==> config.mk <==
export PLATFORM = sky130hd
export DESIGN_NAME = jtag_scan_regs_flat
export DESIGN_NICKNAME = d
export VERILOG_FILES = /design/src/rtl/jtag_tap_pkg.sv /design/src/rtl/jtag_scan_regs_if.sv /design/src/rtl/jtag_ir_reg.sv /design/src/rtl/jtag_scan_regs.sv /design/src/flat_wrapper.sv
export SDC_FILE = /design/constraint.sdc
export NUM_CORES = 1
export LEC_CHECK = 0
export ABC_CLOCK_PERIOD_IN_PS = 5000
export BUFFER_PORTS_ARGS = -buffer_cell sky130_fd_sc_hd__buf_2
export CAP_MARGIN = 20
export CORE_MARGIN = 10
export CORE_UTILIZATION = 45
export CTS_CLUSTER_SIZE = 24
export DETAILED_ROUTE_END_ITERATION = 12
export PLACE_DENSITY = 0.69
export SLEW_MARGIN = 10
export SYNTH_ARGS = -nofsm -noshare
export SYNTH_HDL_FRONTEND = slang
export SYNTH_SLANG_ARGS = --single-unit
==> constraint.sdc <==
create_clock -name clk -period 5 [get_ports clk]
set_clock_uncertainty 0.2 [all_clocks]
set_input_delay 0.25 -clock clk [delete_from_list [all_inputs] [get_ports clk]]
set_output_delay 0.25 -clock clk [all_outputs]
set_load 0.005 [all_outputs]
==> src/rtl/jtag_tap_pkg.sv <==
// ---------------------------------------------------------------------------
// jtag_tap_pkg
// Shared definitions for the JTAG scan-register slice: instruction opcodes
// and the data-register select type decoded from the active instruction.
// Opcode constants are 5 bits wide, which is the default IR length. Wider
// instruction registers zero-extend them, except BYPASS, which is always
// all-ones.
// ---------------------------------------------------------------------------
package jtag_tap_pkg;

    localparam logic [4:0] INSTR_BYPASS = 5'h1F;
    localparam logic [4:0] INSTR_IDCODE = 5'h01;
    localparam logic [4:0] INSTR_USER   = 5'h11;

    typedef enum logic [1:0] {
        DR_BYPASS,
        DR_IDCODE,
        DR_USER
    } dr_sel_t;

endpackage

==> src/rtl/jtag_scan_regs_if.sv <==
// ---------------------------------------------------------------------------
// jtag_scan_regs_if
// Groups the TAP-side serial path: the TAP controller strobes and TDI flow
// into the scan registers, and TDO/TDO-enable flow back out.
//   master : TAP controller side (drives strobes and tdi)
//   slave  : scan-register side (drives tdo, tdo_en)
// ---------------------------------------------------------------------------
interface jtag_scan_regs_if;
    logic tdi;
    logic tap_reset;
    logic capture_ir;
    logic shift_ir;
    logic update_ir;
    logic capture_dr;
    logic shift_dr;
    logic update_dr;
    logic tdo;
    logic tdo_en;

    modport master (
        output tdi, tap_reset, capture_ir, shift_ir, update_ir,
               capture_dr, shift_dr, update_dr,
        input  tdo, tdo_en
    );

    modport slave (
        input  tdi, tap_reset, capture_ir, shift_ir, update_ir,
               capture_dr, shift_dr, update_dr,
        output tdo, tdo_en
    );
endinterface

==> src/rtl/jtag_ir_reg.sv <==
// ---------------------------------------------------------------------------
// jtag_ir_reg
// JTAG instruction register: a capture/shift buffer plus the active
// instruction latched on IR update.
// Ports:
//   clk, rst_n        TCK and asynchronous active-low reset
//   tdi_i             serial data in
//   tap_reset_i       TEST_LOGIC_RESET; reloads IDCODE, clears the buffer
//   capture_ir_i      load the fixed 0..01 capture pattern
//   shift_ir_i        shift tdi into the MSB, LSB leaves first
//   update_ir_i       copy the shift buffer into the active instruction
//   ir_lsb_o          current shift-buffer LSB (TDO source while shifting)
//   ir_value_o        active instruction
// Priority within a cycle: tap_reset > capture > shift > update.
// ---------------------------------------------------------------------------
module jtag_ir_reg
    import jtag_tap_pkg::*;
#(
    parameter int IR_LEN = 5
) (
    input  logic              clk,
    input  logic              rst_n,
    input  logic              tdi_i,
    input  logic              tap_reset_i,
    input  logic              capture_ir_i,
    input  logic              shift_ir_i,
    input  logic              update_ir_i,
    output logic              ir_lsb_o,
    output logic [IR_LEN-1:0] ir_value_o
);

    localparam logic [IR_LEN-1:0] IR_RESET   = IR_LEN'(INSTR_IDCODE);
    // Mandatory IR capture pattern: two LSBs are 01, remaining bits zero.
    localparam logic [IR_LEN-1:0] IR_CAPTURE = {{(IR_LEN-2){1'b0}}, 2'b01};

    logic [IR_LEN-1:0] ir_shift_q, ir_shift_d;
    logic [IR_LEN-1:0] ir_value_q, ir_value_d;

    always_comb begin
        ir_shift_d = ir_shift_q;
        ir_value_d = ir_value_q;
        if (tap_reset_i) begin
            ir_shift_d = '0;
            ir_value_d = IR_RESET;
        end else if (capture_ir_i) begin
            ir_shift_d = IR_CAPTURE;
        end else if (shift_ir_i) begin
            ir_shift_d = {tdi_i, ir_shift_q[IR_LEN-1:1]};
        end else if (update_ir_i) begin
            ir_value_d = ir_shift_q;
        end
    end

    always_ff @(posedge clk or negedge rst_n) begin
        if (!rst_n) begin
            ir_shift_q <= '0;
            ir_value_q <= IR_RESET;
        end else begin
            ir_shift_q <= ir_shift_d;
            ir_value_q <= ir_value_d;
        end
    end

    assign ir_lsb_o   = ir_shift_q[0];
    assign ir_value_o = ir_value_q;

endmodule

==> src/rtl/jtag_scan_regs.sv <==
// ---------------------------------------------------------------------------
// jtag_scan_regs
// Scan-register block downstream of the TAP state machine. Holds the IR
// (in jtag_ir_reg), the BYPASS bit, and a shared DR shift buffer used by
// both IDCODE and the user DR. Presents updated user-DR words as a
// single-cycle valid pulse.
// Ports:
//   clk, rst_n              TCK and asynchronous active-low reset
//   tap                     TAP strobes, tdi in, tdo/tdo_en out (slave)
//   ir_value_o              active instruction
//   user_capture_data_i     parallel value loaded on user-DR capture
//   user_update_data_o      last user-DR word written on DR update
//   user_update_valid_o     1-cycle pulse when user_update_data_o is written
// ---------------------------------------------------------------------------
module jtag_scan_regs
    import jtag_tap_pkg::*;
#(
    parameter int          IR_LEN      = 5,
    parameter logic [31:0] IDCODE_VAL  = 32'h1DEAD3FF,
    parameter int          USER_DR_LEN = 41
) (
    input  logic                   clk,
    input  logic                   rst_n,
    jtag_scan_regs_if.slave        tap,
    output logic [IR_LEN-1:0]      ir_value_o,
    input  logic [USER_DR_LEN-1:0] user_capture_data_i,
    output logic [USER_DR_LEN-1:0] user_update_data_o,
    output logic                   user_update_valid_o
);

    // IDCODE and the user DR share one buffer sized for the larger of the two.
    localparam int DR_W = (USER_DR_LEN > 32) ? USER_DR_LEN : 32;

    localparam logic [IR_LEN-1:0] IR_IDCODE = IR_LEN'(INSTR_IDCODE);
    localparam logic [IR_LEN-1:0] IR_USER   = IR_LEN'(INSTR_USER);

    logic                   ir_lsb;
    logic [IR_LEN-1:0]      ir_value;
    dr_sel_t                dr_sel;
    logic                   dr_lsb;

    logic [DR_W-1:0]        dr_shift_q, dr_shift_d;
    logic                   bypass_q, bypass_d;
    logic [USER_DR_LEN-1:0] user_upd_q, user_upd_d;
    logic                   user_vld_q, user_vld_d;
    logic                   tdo_q, tdo_d;

    jtag_ir_reg #(
        .IR_LEN (IR_LEN)
    ) u_ir (
        .clk          (clk),
        .rst_n        (rst_n),
        .tdi_i        (tap.tdi),
        .tap_reset_i  (tap.tap_reset),
        .capture_ir_i (tap.capture_ir),
        .shift_ir_i   (tap.shift_ir),
        .update_ir_i  (tap.update_ir),
        .ir_lsb_o     (ir_lsb),
        .ir_value_o   (ir_value)
    );

    // Undefined opcodes fall through to BYPASS.
    always_comb begin
        dr_sel = DR_BYPASS;
        if (ir_value == IR_IDCODE) begin
            dr_sel = DR_IDCODE;
        end else if (ir_value == IR_USER) begin
            dr_sel = DR_USER;
        end
    end

    assign dr_lsb = (dr_sel == DR_BYPASS) ? bypass_q : dr_shift_q[0];

    // Each register shifts over its own width only: IDCODE enters tdi at
    // bit 31 even when the shared buffer is wider.
    always_comb begin
        dr_shift_d = dr_shift_q;
        bypass_d   = bypass_q;
        user_upd_d = user_upd_q;
        user_vld_d = 1'b0;
        if (tap.tap_reset) begin
            dr_shift_d = '0;
            bypass_d   = 1'b0;
        end else if (tap.capture_dr) begin
            case (dr_sel)
                DR_IDCODE: dr_shift_d[31:0]            = IDCODE_VAL;
                DR_USER:   dr_shift_d[USER_DR_LEN-1:0] = user_capture_data_i;
                default:   bypass_d                    = 1'b0;
            endcase
        end else if (tap.shift_dr) begin
            case (dr_sel)
                DR_IDCODE: begin
                    for (int i = 0; i < 31; i++) begin
                        dr_shift_d[i] = dr_shift_q[i+1];
                    end
                    dr_shift_d[31] = tap.tdi;
                end
                DR_USER: begin
                    for (int i = 0; i < USER_DR_LEN-1; i++) begin
                        dr_shift_d[i] = dr_shift_q[i+1];
                    end
                    dr_shift_d[USER_DR_LEN-1] = tap.tdi;
                end
                default: bypass_d = tap.tdi;
            endcase
        end else if (tap.update_dr && (dr_sel == DR_USER)) begin
            user_upd_d = dr_shift_q[USER_DR_LEN-1:0];
            user_vld_d = 1'b1;
        end
    end

    // TDO presents the LSB of the register being shifted in the same cycle,
    // so bit 0 is on the pin during the first shift cycle; between shifts it
    // holds its last driven value.
    always_comb begin
        tdo_d = tdo_q;
        if (tap.tap_reset) begin
            tdo_d = 1'b0;
        end else if (tap.shift_ir) begin
            tdo_d = ir_lsb;
        end else if (tap.shift_dr) begin
            tdo_d = dr_lsb;
        end
    end

    always_ff @(posedge clk or negedge rst_n) begin
        if (!rst_n) begin
            dr_shift_q <= '0;
            bypass_q   <= 1'b0;
            user_upd_q <= '0;
            user_vld_q <= 1'b0;
            tdo_q      <= 1'b0;
        end else begin
            dr_shift_q <= dr_shift_d;
            bypass_q   <= bypass_d;
            user_upd_q <= user_upd_d;
            user_vld_q <= user_vld_d;
            tdo_q      <= tdo_d;
        end
    end

    // Enable drops immediately on reset so the pin is released while rst_n
    // is low, even if the TAP is still signalling a shift state.
    assign tap.tdo             = tdo_d;
    assign tap.tdo_en          = rst_n & ~tap.tap_reset & (tap.shift_ir | tap.shift_dr);
    assign ir_value_o          = ir_value;
    assign user_update_data_o  = user_upd_q;
    assign user_update_valid_o = user_vld_q;

endmodule

==> src/flat_wrapper.sv <==
// flat-port wrapper written by rule: the top's interface ports become plain ports
module jtag_scan_regs_flat import jtag_tap_pkg::*;
#(
    parameter int          IR_LEN      = 5,
    parameter logic [31:0] IDCODE_VAL  = 32'h1DEAD3FF,
    parameter int          USER_DR_LEN = 41
)
  (clk, rst_n, ir_value_o, user_capture_data_i, user_update_data_o, user_update_valid_o, tap_tdi, tap_tap_reset, tap_capture_ir, tap_shift_ir, tap_update_ir, tap_capture_dr, tap_shift_dr, tap_update_dr, tap_tdo, tap_tdo_en);
  jtag_scan_regs_if tap_i ();
  input  logic clk;
  input  logic rst_n;
  output logic [IR_LEN-1:0] ir_value_o;
  input  logic [USER_DR_LEN-1:0] user_capture_data_i;
  output logic [USER_DR_LEN-1:0] user_update_data_o;
  output logic user_update_valid_o;
  input wire logic [$bits(tap_i.tdi)-1:0] tap_tdi;
  input wire logic [$bits(tap_i.tap_reset)-1:0] tap_tap_reset;
  input wire logic [$bits(tap_i.capture_ir)-1:0] tap_capture_ir;
  input wire logic [$bits(tap_i.shift_ir)-1:0] tap_shift_ir;
  input wire logic [$bits(tap_i.update_ir)-1:0] tap_update_ir;
  input wire logic [$bits(tap_i.capture_dr)-1:0] tap_capture_dr;
  input wire logic [$bits(tap_i.shift_dr)-1:0] tap_shift_dr;
  input wire logic [$bits(tap_i.update_dr)-1:0] tap_update_dr;
  output wire logic [$bits(tap_i.tdo)-1:0] tap_tdo;
  output wire logic [$bits(tap_i.tdo_en)-1:0] tap_tdo_en;
  assign tap_i.tdi = tap_tdi;
  assign tap_i.tap_reset = tap_tap_reset;
  assign tap_i.capture_ir = tap_capture_ir;
  assign tap_i.shift_ir = tap_shift_ir;
  assign tap_i.update_ir = tap_update_ir;
  assign tap_i.capture_dr = tap_capture_dr;
  assign tap_i.shift_dr = tap_shift_dr;
  assign tap_i.update_dr = tap_update_dr;
  assign tap_tdo = tap_i.tdo;
  assign tap_tdo_en = tap_i.tdo_en;
  jtag_scan_regs #(.IR_LEN(IR_LEN), .IDCODE_VAL(IDCODE_VAL), .USER_DR_LEN(USER_DR_LEN)) u_core (.clk(clk), .rst_n(rst_n), .tap(tap_i), .ir_value_o(ir_value_o), .user_capture_data_i(user_capture_data_i), .user_update_data_o(user_update_data_o), .user_update_valid_o(user_update_valid_o));
endmodule
==> results.md, run 1 <==
- Post-Synth Adder-Cell Area: 0%
- Top layer reached by signal wires: met4
- Tot GR Track Use: 15.00%
- Main combinational cell family by area after synthesis: multiplexers
- Register area share after synthesis: 55.99%
- Worst Hold Class: primary input to register
- Num CTS Buffers: 9
- Root buffer cell: clkbuf_8
- Crit path DAT: 2.78 ns
- Final worst path period share: 55.24%
- Max Clock Freq: 362.1 MHz
- Count leader, synth: dfrtp_1
- Total core area: 9196 sq um
- GPL Wtd Cong: 0.7629
- Leakage power: 2.626 nW
- Max Buffers Root-to-Sink: 2
- Multi-input gate area: 1723 sq um
- Simple-gate area share of the yosys netlist: 9.573%
- R2R setup slack: 2.24 ns
- Synth Instances: 339
- Register Area: 2379 sq um
- Metal1 wirelength: 4434 um
- Die W: 117.2 um
- Area of the mapped netlist: 4248 sq um
- Starting Density: 46.19%
- Iter 0 DRT Violations: 205
- Max H-tree Level: 3
- Xor/xnor share of the synthesized area: 0%
- DR DRC count: 0
- Drt total wl: 10,070 um
- Clk_lat worst skew: 0.36 ns
- Crit path time final: 2.762 ns
- Ys Warns: 0
- Vias in the first global route: 3,124
- Slew HR: 31.62%
- Synthesized area per cell: 12.53 sq um
- CTS sink cnt: 95
- Worst vdd ir: 0.1375 mV
- Worst-path fanout max: 22
- Synth top area share: 55.38%
- Max-cap violations: 0
- Post-synthesis register bit count: 95
- # port buffers: 99
- Placed Area: 4780 sq um
- Max Transition Viols Final: 0
- Fill cell count: 781
- Crit path kind: register to register
- TritonCTS clock tree: yes
- Final Instance Area: 5039 sq um
- Setup TNS: 0 ns
- RSZ-0062 raised after global routing: false
- First-pass GRT wire length: 16,290 um
- Outcome: complete, no violations
- Global route overflow: 0
- Ratio of cells with drive above 1 in the final layout: 39.26%
- Antenna Violating Nets Remaining: 0
- Synth unique cells: 34
- CP required: 5.02 ns
- Synth top area cells: dfrtp_1 (55%), mux2_4 (14%), o221ai_1 (4.5%)
- Wire length on met3: 618 um
- Worst setup EP type: register
- Area leader, netlist: dfrtp_1
- DR vias: 2,984
- Die H: 117.2 um
- WL met2: 4839 um
- Area growth syn-to-layout: 18.62%
- Multiplexer area fraction after synthesis: 17.85%
- Detailed Routing Iterations Pass 1: 4
- Synth cell count leaders: dfrtp_1 (94), mux2_4 (39), a21oi_1 (27), nand2_1 (27), nor2_1 (26)
- Mean routed wirelength per cell: 18.51 um
- Synth Area in Compound Gates: 12.67%
- Diodes inserted: 0
- Num ports: 100
- Largest net degree at the start of global routing: 77
- Vias per inst: 5.485
- Num rows: 35
- Power Density: 300.6 nW/um^2
- Clk slew on worst S/H paths: 0.10 ns
- Post-synth ARST share: 100.0%
- Net Count, Synth: 390
- Worst-Margin Slew: 1.023 ns
- Fin. Hold Viols: 0
- CP Launch Type: register
- Die area: 13,730 sq um
- Post-synth EDFFs: 0
- Final net count: 479
- Finish-stage setup viols: 0
- HPWL Detailed: 6797 um
- Prevailing post-synth register cell: dfrtp_1
- Initial antenna violation count: 0
stage by stage:
| step | cells | utilization (%) | setup slack [ns] | power (mW) | hold slack (ns) |
|---|---|---|---|---|---|
| 2_1_floorplan | 339 | - | 2.925 | 0.9097 | -0.2456 |
| 5_1_grt | 544 | 54.79 | 2.003 | 1.577 | 0.03877 |
| 6_report | 544 | 54.79 | 2.238 | 1.515 | 0.01845 |
| 4_1_cts | 543 | 54.57 | 1.896 | 1.529 | 0.01210 |
| 3_3_place_gp | 525 | 51.97 | 1.897 | 0.9717 | -0.05491 |
| 3_5_place_dp | 525 | 51.97 | 1.820 | 0.9754 | -0.05340 |
report_power, final:
group	switching [mW]	total [mW]	internal, mW
Clock	0.271	0.554	0.284
Combinational	0.0832	0.143	0.0599
Sequential	0.0216	0.817	0.796
metal layers:
metal,vias up,global-route usage (%)
met3,16,3.976
met4,0,6.096
li1,1420,-
met1,1465,19.04
met5,-,0
met2,83,23.80
what timing repair did:
action | CTS | global route
resized for setup | 0 | 0
setup buffers | 0 | 0
endpoints found under the hold margin | 23 | 0
hold buffers | 2 | 0
layout make-up:
cell class	count	share of cell area, %
clock buffers	9	2.458
clock inverters	7	1.887
inverters	5	0.3725
multi-input cells	212	34.19
flip-flops and latches	95	47.21
well taps	111	2.756
repair buffers	105	11.12
path summary, 6_finish.rpt:
check	depth (start not counted)	endpoint	start
hold reg to reg	1	u_core.user_update_data_o[16]$_DFFE_PN0P_	u_core.user_update_data_o[16]$_DFFE_PN0P_
hold / removal	3	u_core.dr_shift_q[36]$_DFFE_PN0P_	user_capture_data_i[36]
setup / recovery	4	u_core.dr_shift_q[19]$_DFFE_PN0P_	u_core.u_ir.ir_value_o[0]$_DFFE_PN1P_
max in group asynchronous	3	u_core.u_ir.ir_shift_q[0]$_DFFE_PN0P_	rst_n
setup reg to reg	4	u_core.dr_shift_q[19]$_DFFE_PN0P_	u_core.u_ir.ir_value_o[0]$_DFFE_PN1P_
min in group asynchronous	2	u_core.user_update_data_o[22]$_DFFE_PN0P_	rst_n
state kept, by name (all words and copies together), names as in the netlist:
register	cells
u_core.bypass_q	1
u_core.dr_shift_q	41
u_core.tdo_q	1
u_core.u_ir.ir_shift_q	5
u_core.u_ir.ir_value_o	5
u_core.user_update_data_o	41
u_core.user_update_valid_o	1
cell families after synthesis:
group                  count (synthesis)
multiplexers                          56
AO/OA/AOI/OAI                         75
AND/OR/NAND/NOR                       81
buffers and inverters                 32
flip-flops                            95
placed cells by master (no fill, tap or decap), types with 4 or more instances in the layout:
cell type / count
buf_2: 98
dfrtp_1: 94
mux2_4: 39
nand2_1: 27
a21oi_1: 27
nor2_1: 26
o221ai_1: 22
mux2i_1: 15
nor3_1: 13
a221oi_1: 9
clkbuf_8: 9
a211oi_1: 7
inv_1: 5
o21ai_0: 4
buf_4: 4
critical path: stages (launching register included):
cell	delay, ns
dfstp_2	0.56
nor4b_2	0.42
nand3_1	0.84
o221ai_1	0.49
a21oi_1	0.11
(Power assumes the default switching activity.)
==> run 2, diff against run 1 <==
--- a/config.mk
+++ b/config.mk
@@ -5,7 +5,7 @@
 export SDC_FILE = /design/constraint.sdc
 export NUM_CORES = 1
 export LEC_CHECK = 0
-export ABC_CLOCK_PERIOD_IN_PS = 5000
+export ABC_CLOCK_PERIOD_IN_PS = 2640
 export BUFFER_PORTS_ARGS = -buffer_cell sky130_fd_sc_hd__buf_2
 export CAP_MARGIN = 20
 export CORE_MARGIN = 10
==> constraint.sdc (replaced) <==
create_clock -name clk -period 2.64 [get_ports clk]
set_clock_uncertainty 0.2 [all_clocks]
set_input_delay 0.132 -clock clk [delete_from_list [all_inputs] [get_ports clk]]
set_output_delay 0.132 -clock clk [all_outputs]
set_load 0.005 [all_outputs]
==> run 2 against run 1 <==
Compared with the run above:
- register-to-register slack worse by 1.9 ns
- final cell count is 9.6% higher
- worst setup slack worse by 2.0 ns
- critical endpoint is now tap_tdo
- largest power group unchanged
==> results.md, run 2 (synthesis gave the netlist of run 1 again) <==
- Outcome: complete, no violations
- DR vias: 3,210 (+7.6%)
- Leakage power: 2.834 nW (+7.9%)
- Hold path depth: 4 (+1)
- Max Transition Viols Final: 0 (unchanged)
- Detailed Routing Iterations Pass 1: 5 (+1)
- Max Buffers Root-to-Sink: 2 (unchanged)
- Register share of total power: 53.9% (about the same)
- CTS sink cnt: 95 (unchanged)
- Net Sw Frac: 26.16% (+1.4 points)
- GPL Wtd Cong: 0.7857 (+3.0%)
- Clock power frac: 34.4% (-2.2 points)
- Worst-path fanout max: 5 (-77%)
- Clk slew on worst S/H paths: 0.09 ns (about the same)
- Die H: 117.2 um (unchanged)
- CP Launch Type: register
- Setup TNS: 0 ns (unchanged)
- Hold_sp: user_capture_data_i[31]
- Max Clock Freq: 415.3 MHz
- Num ports: 100 (unchanged)
- Largest net degree at the start of global routing: 79 (+2.6%)
- Clk_lat worst skew: 0.36 ns (about the same)
- Worst setup EP type: output port
- Ratio of cells with drive above 1 in the final layout: 36.29% (-3.0 points)
- Worst vdd ir: 0.3241 mV (+140%)
- Diodes inserted: 0 (unchanged)
- Starting Density: 46.19% (unchanged)
- Fin. Hold Viols: 0 (unchanged)
- Crit path kind: register to output port
- Vias in the first global route: 3,332 (+6.7%)
- Tot GR Track Use: 16.27% (+1.3 points)
- Logic pwr share: 11.7% (+2.2 points)
- Die area: 13,730 sq um (unchanged)
- Mean routed wirelength per cell: 18.04 um (-2.5%)
- Worst-Margin Slew: 0.8518 ns (-0.1711 ns)
- Post-CTS sizing: 0 (unchanged)
- CP required: 2.31 ns (-2.71 ns)
- Num rows: 35 (unchanged)
- First-pass GRT wire length: 17,530 um (+7.6%)
- Iter 0 DRT Violations: 152 (-26%)
- R2R setup slack: 0.36 ns (-1.88 ns)
- Max-cap violations: 0 (unchanged)
- Vias per inst: 5.386 (-1.8%)
- Power Density: 518.7 nW/um^2 (+73%)
- Crit path DAT: 2.08 ns (-0.70 ns)
- Max H-tree Level: 3 (unchanged)
- Antenna Violating Nets Remaining: 0 (unchanged)
- Fin cells: 596 (+9.6%)
- Num CTS Buffers: 9 (unchanged)
- Drt total wl: 10,750 um (+6.8%)
- Slew HR: 43.21% (+12 points)
- Die W: 117.2 um (unchanged)
- Hold Path Sink: u_core.dr_shift_q[31]$_DFFE_PN0P_
- Placed insts: 532 (+1.3%)
- Worst R2R End: u_core.user_update_data_o[14]$_DFFE_PN0P_
- Finish-stage setup viols: 0 (unchanged)
- HPWL Detailed: 7194 um (+5.8%)
- Total core area: 9196 sq um (unchanged)
- Reg2Reg Depth: 5 (+1)
- DR DRC count: 0 (unchanged)
- TritonCTS clock tree: yes
- Root buffer cell: clkbuf_8
- Final worst path period share: 91.20%
- Int Power: 2.122 mW (+86%)
- Initial antenna violation count: 0 (unchanged)
- Crit path time final: 2.408 ns
- Final net count: 531 (+11%)
- Fill cell count: 746 (-4.5%)
- # port buffers: 99 (unchanged)
- Commonest cells after routing, fill and taps aside: buf_2 (98), dfrtp_1 (94), dlygate4sd3_1 (48)
- Net switching power: 0.7518 mW (+100%)
- Global route overflow: 0 (unchanged)
- Area growth syn-to-layout: 30.43%
- Worst Hold Class: primary input to register
- Leading cell type in the layout, fill and taps excluded: buf_2
- R2R Path Start: u_core.u_ir.ir_value_o[0]$_DFFE_PN1P_
- RSZ-0062 raised after global routing: false
[run 2: worst max-delay path by stage]
stage | start | endpoint | slack, ns
after floorplan | u_core.u_ir.ir_value_o[0]$_DFFE_PN1P_ | u_core.user_update_data_o[0]$_DFFE_PN0P_ | 0.56
after global placement | u_core.u_ir.ir_value_o[1]$_DFFE_PN0P_ | u_core.user_update_data_o[24]$_DFFE_PN0P_ | 0.44
after detailed placement | u_core.u_ir.ir_value_o[0]$_DFFE_PN1P_ | u_core.user_update_data_o[35]$_DFFE_PN0P_ | 0.37
after CTS | u_core.u_ir.ir_value_o[0]$_DFFE_PN1P_ | tap_tdo | 0.19
after global routing | u_core.u_ir.ir_value_o[1]$_DFFE_PN0P_ | tap_tdo | 0.09
final | u_core.u_ir.ir_value_o[0]$_DFFE_PN1P_ | tap_tdo | 0.23
[run 2: metrics by stage]
stage	power [mW]	cell area, sq um	hold WS [ns]	utilization (%)	setup WS (ns)
CTS	2.907	5540	0.008036	60.24	0.1883
finish	2.874	5540	0.02975	60.24	0.2323
global route	3.005	5540	0.03601	60.24	0.08813
detailed placement	1.864	4857	-0.1753	52.82	0.3657
global placement	1.853	4857	-0.1783	52.82	0.4412
floorplan	1.723	4248	-0.3636	-	0.5648
[run 2: layout make-up]
| class | instances | area (sq um) | share of cell area [%] |
|---|---|---|---|
| clock buffers | 9 | 123.9 | 2.236 |
| clock inverters | 7 | 78.83 | 1.423 |
| inverters | 5 | 18.77 | 0.3388 |
| multi-input cells | 212 | 1723 | 31.10 |
| flip-flops and latches | 95 | 2379 | 42.93 |
| well taps | 111 | 138.9 | 2.507 |
| repair buffers | 157 | 1079 | 19.47 |
[run 2: what timing repair did]
item | in CTS | in global routing
buffers inserted | 0 | 0
hold endpoints to repair | 141 | 0
hold buffers | 48 | 0
[run 2: power by group through the flow]
stage	clock, mW	sequential, mW	combinational (mW)
after global routing	1.07	1.56	0.376
after global placement	0	1.58	0.278
after CTS	1.02	1.55	0.340
after floorplan	0	1.57	0.157
after detailed placement	0	1.58	0.285
final	0.988	1.55	0.336
[run 2: layer usage]
metal | part of all wire (%) | wire (um) | vias up | track usage [%]
met1 | 43 | 4667 | 1581 | 21.03
met3 | 5.4 | 580 | 12 | 3.058
met4 | 1.7 | 181 | 0 | 7.166
met5 | 0 | 0 | - | 0
met2 | 50 | 5324 | 95 | 26.05
li1 | - | - | 1522 | -
[run 2: critical path, stage by stage, from the launching register on]
cell     delay, ns
dfstp_2       0.55
or4b_1        0.62
nand2_1       0.14
a311o_1       0.17
a21oi_1       0.08
buf_2         0.17
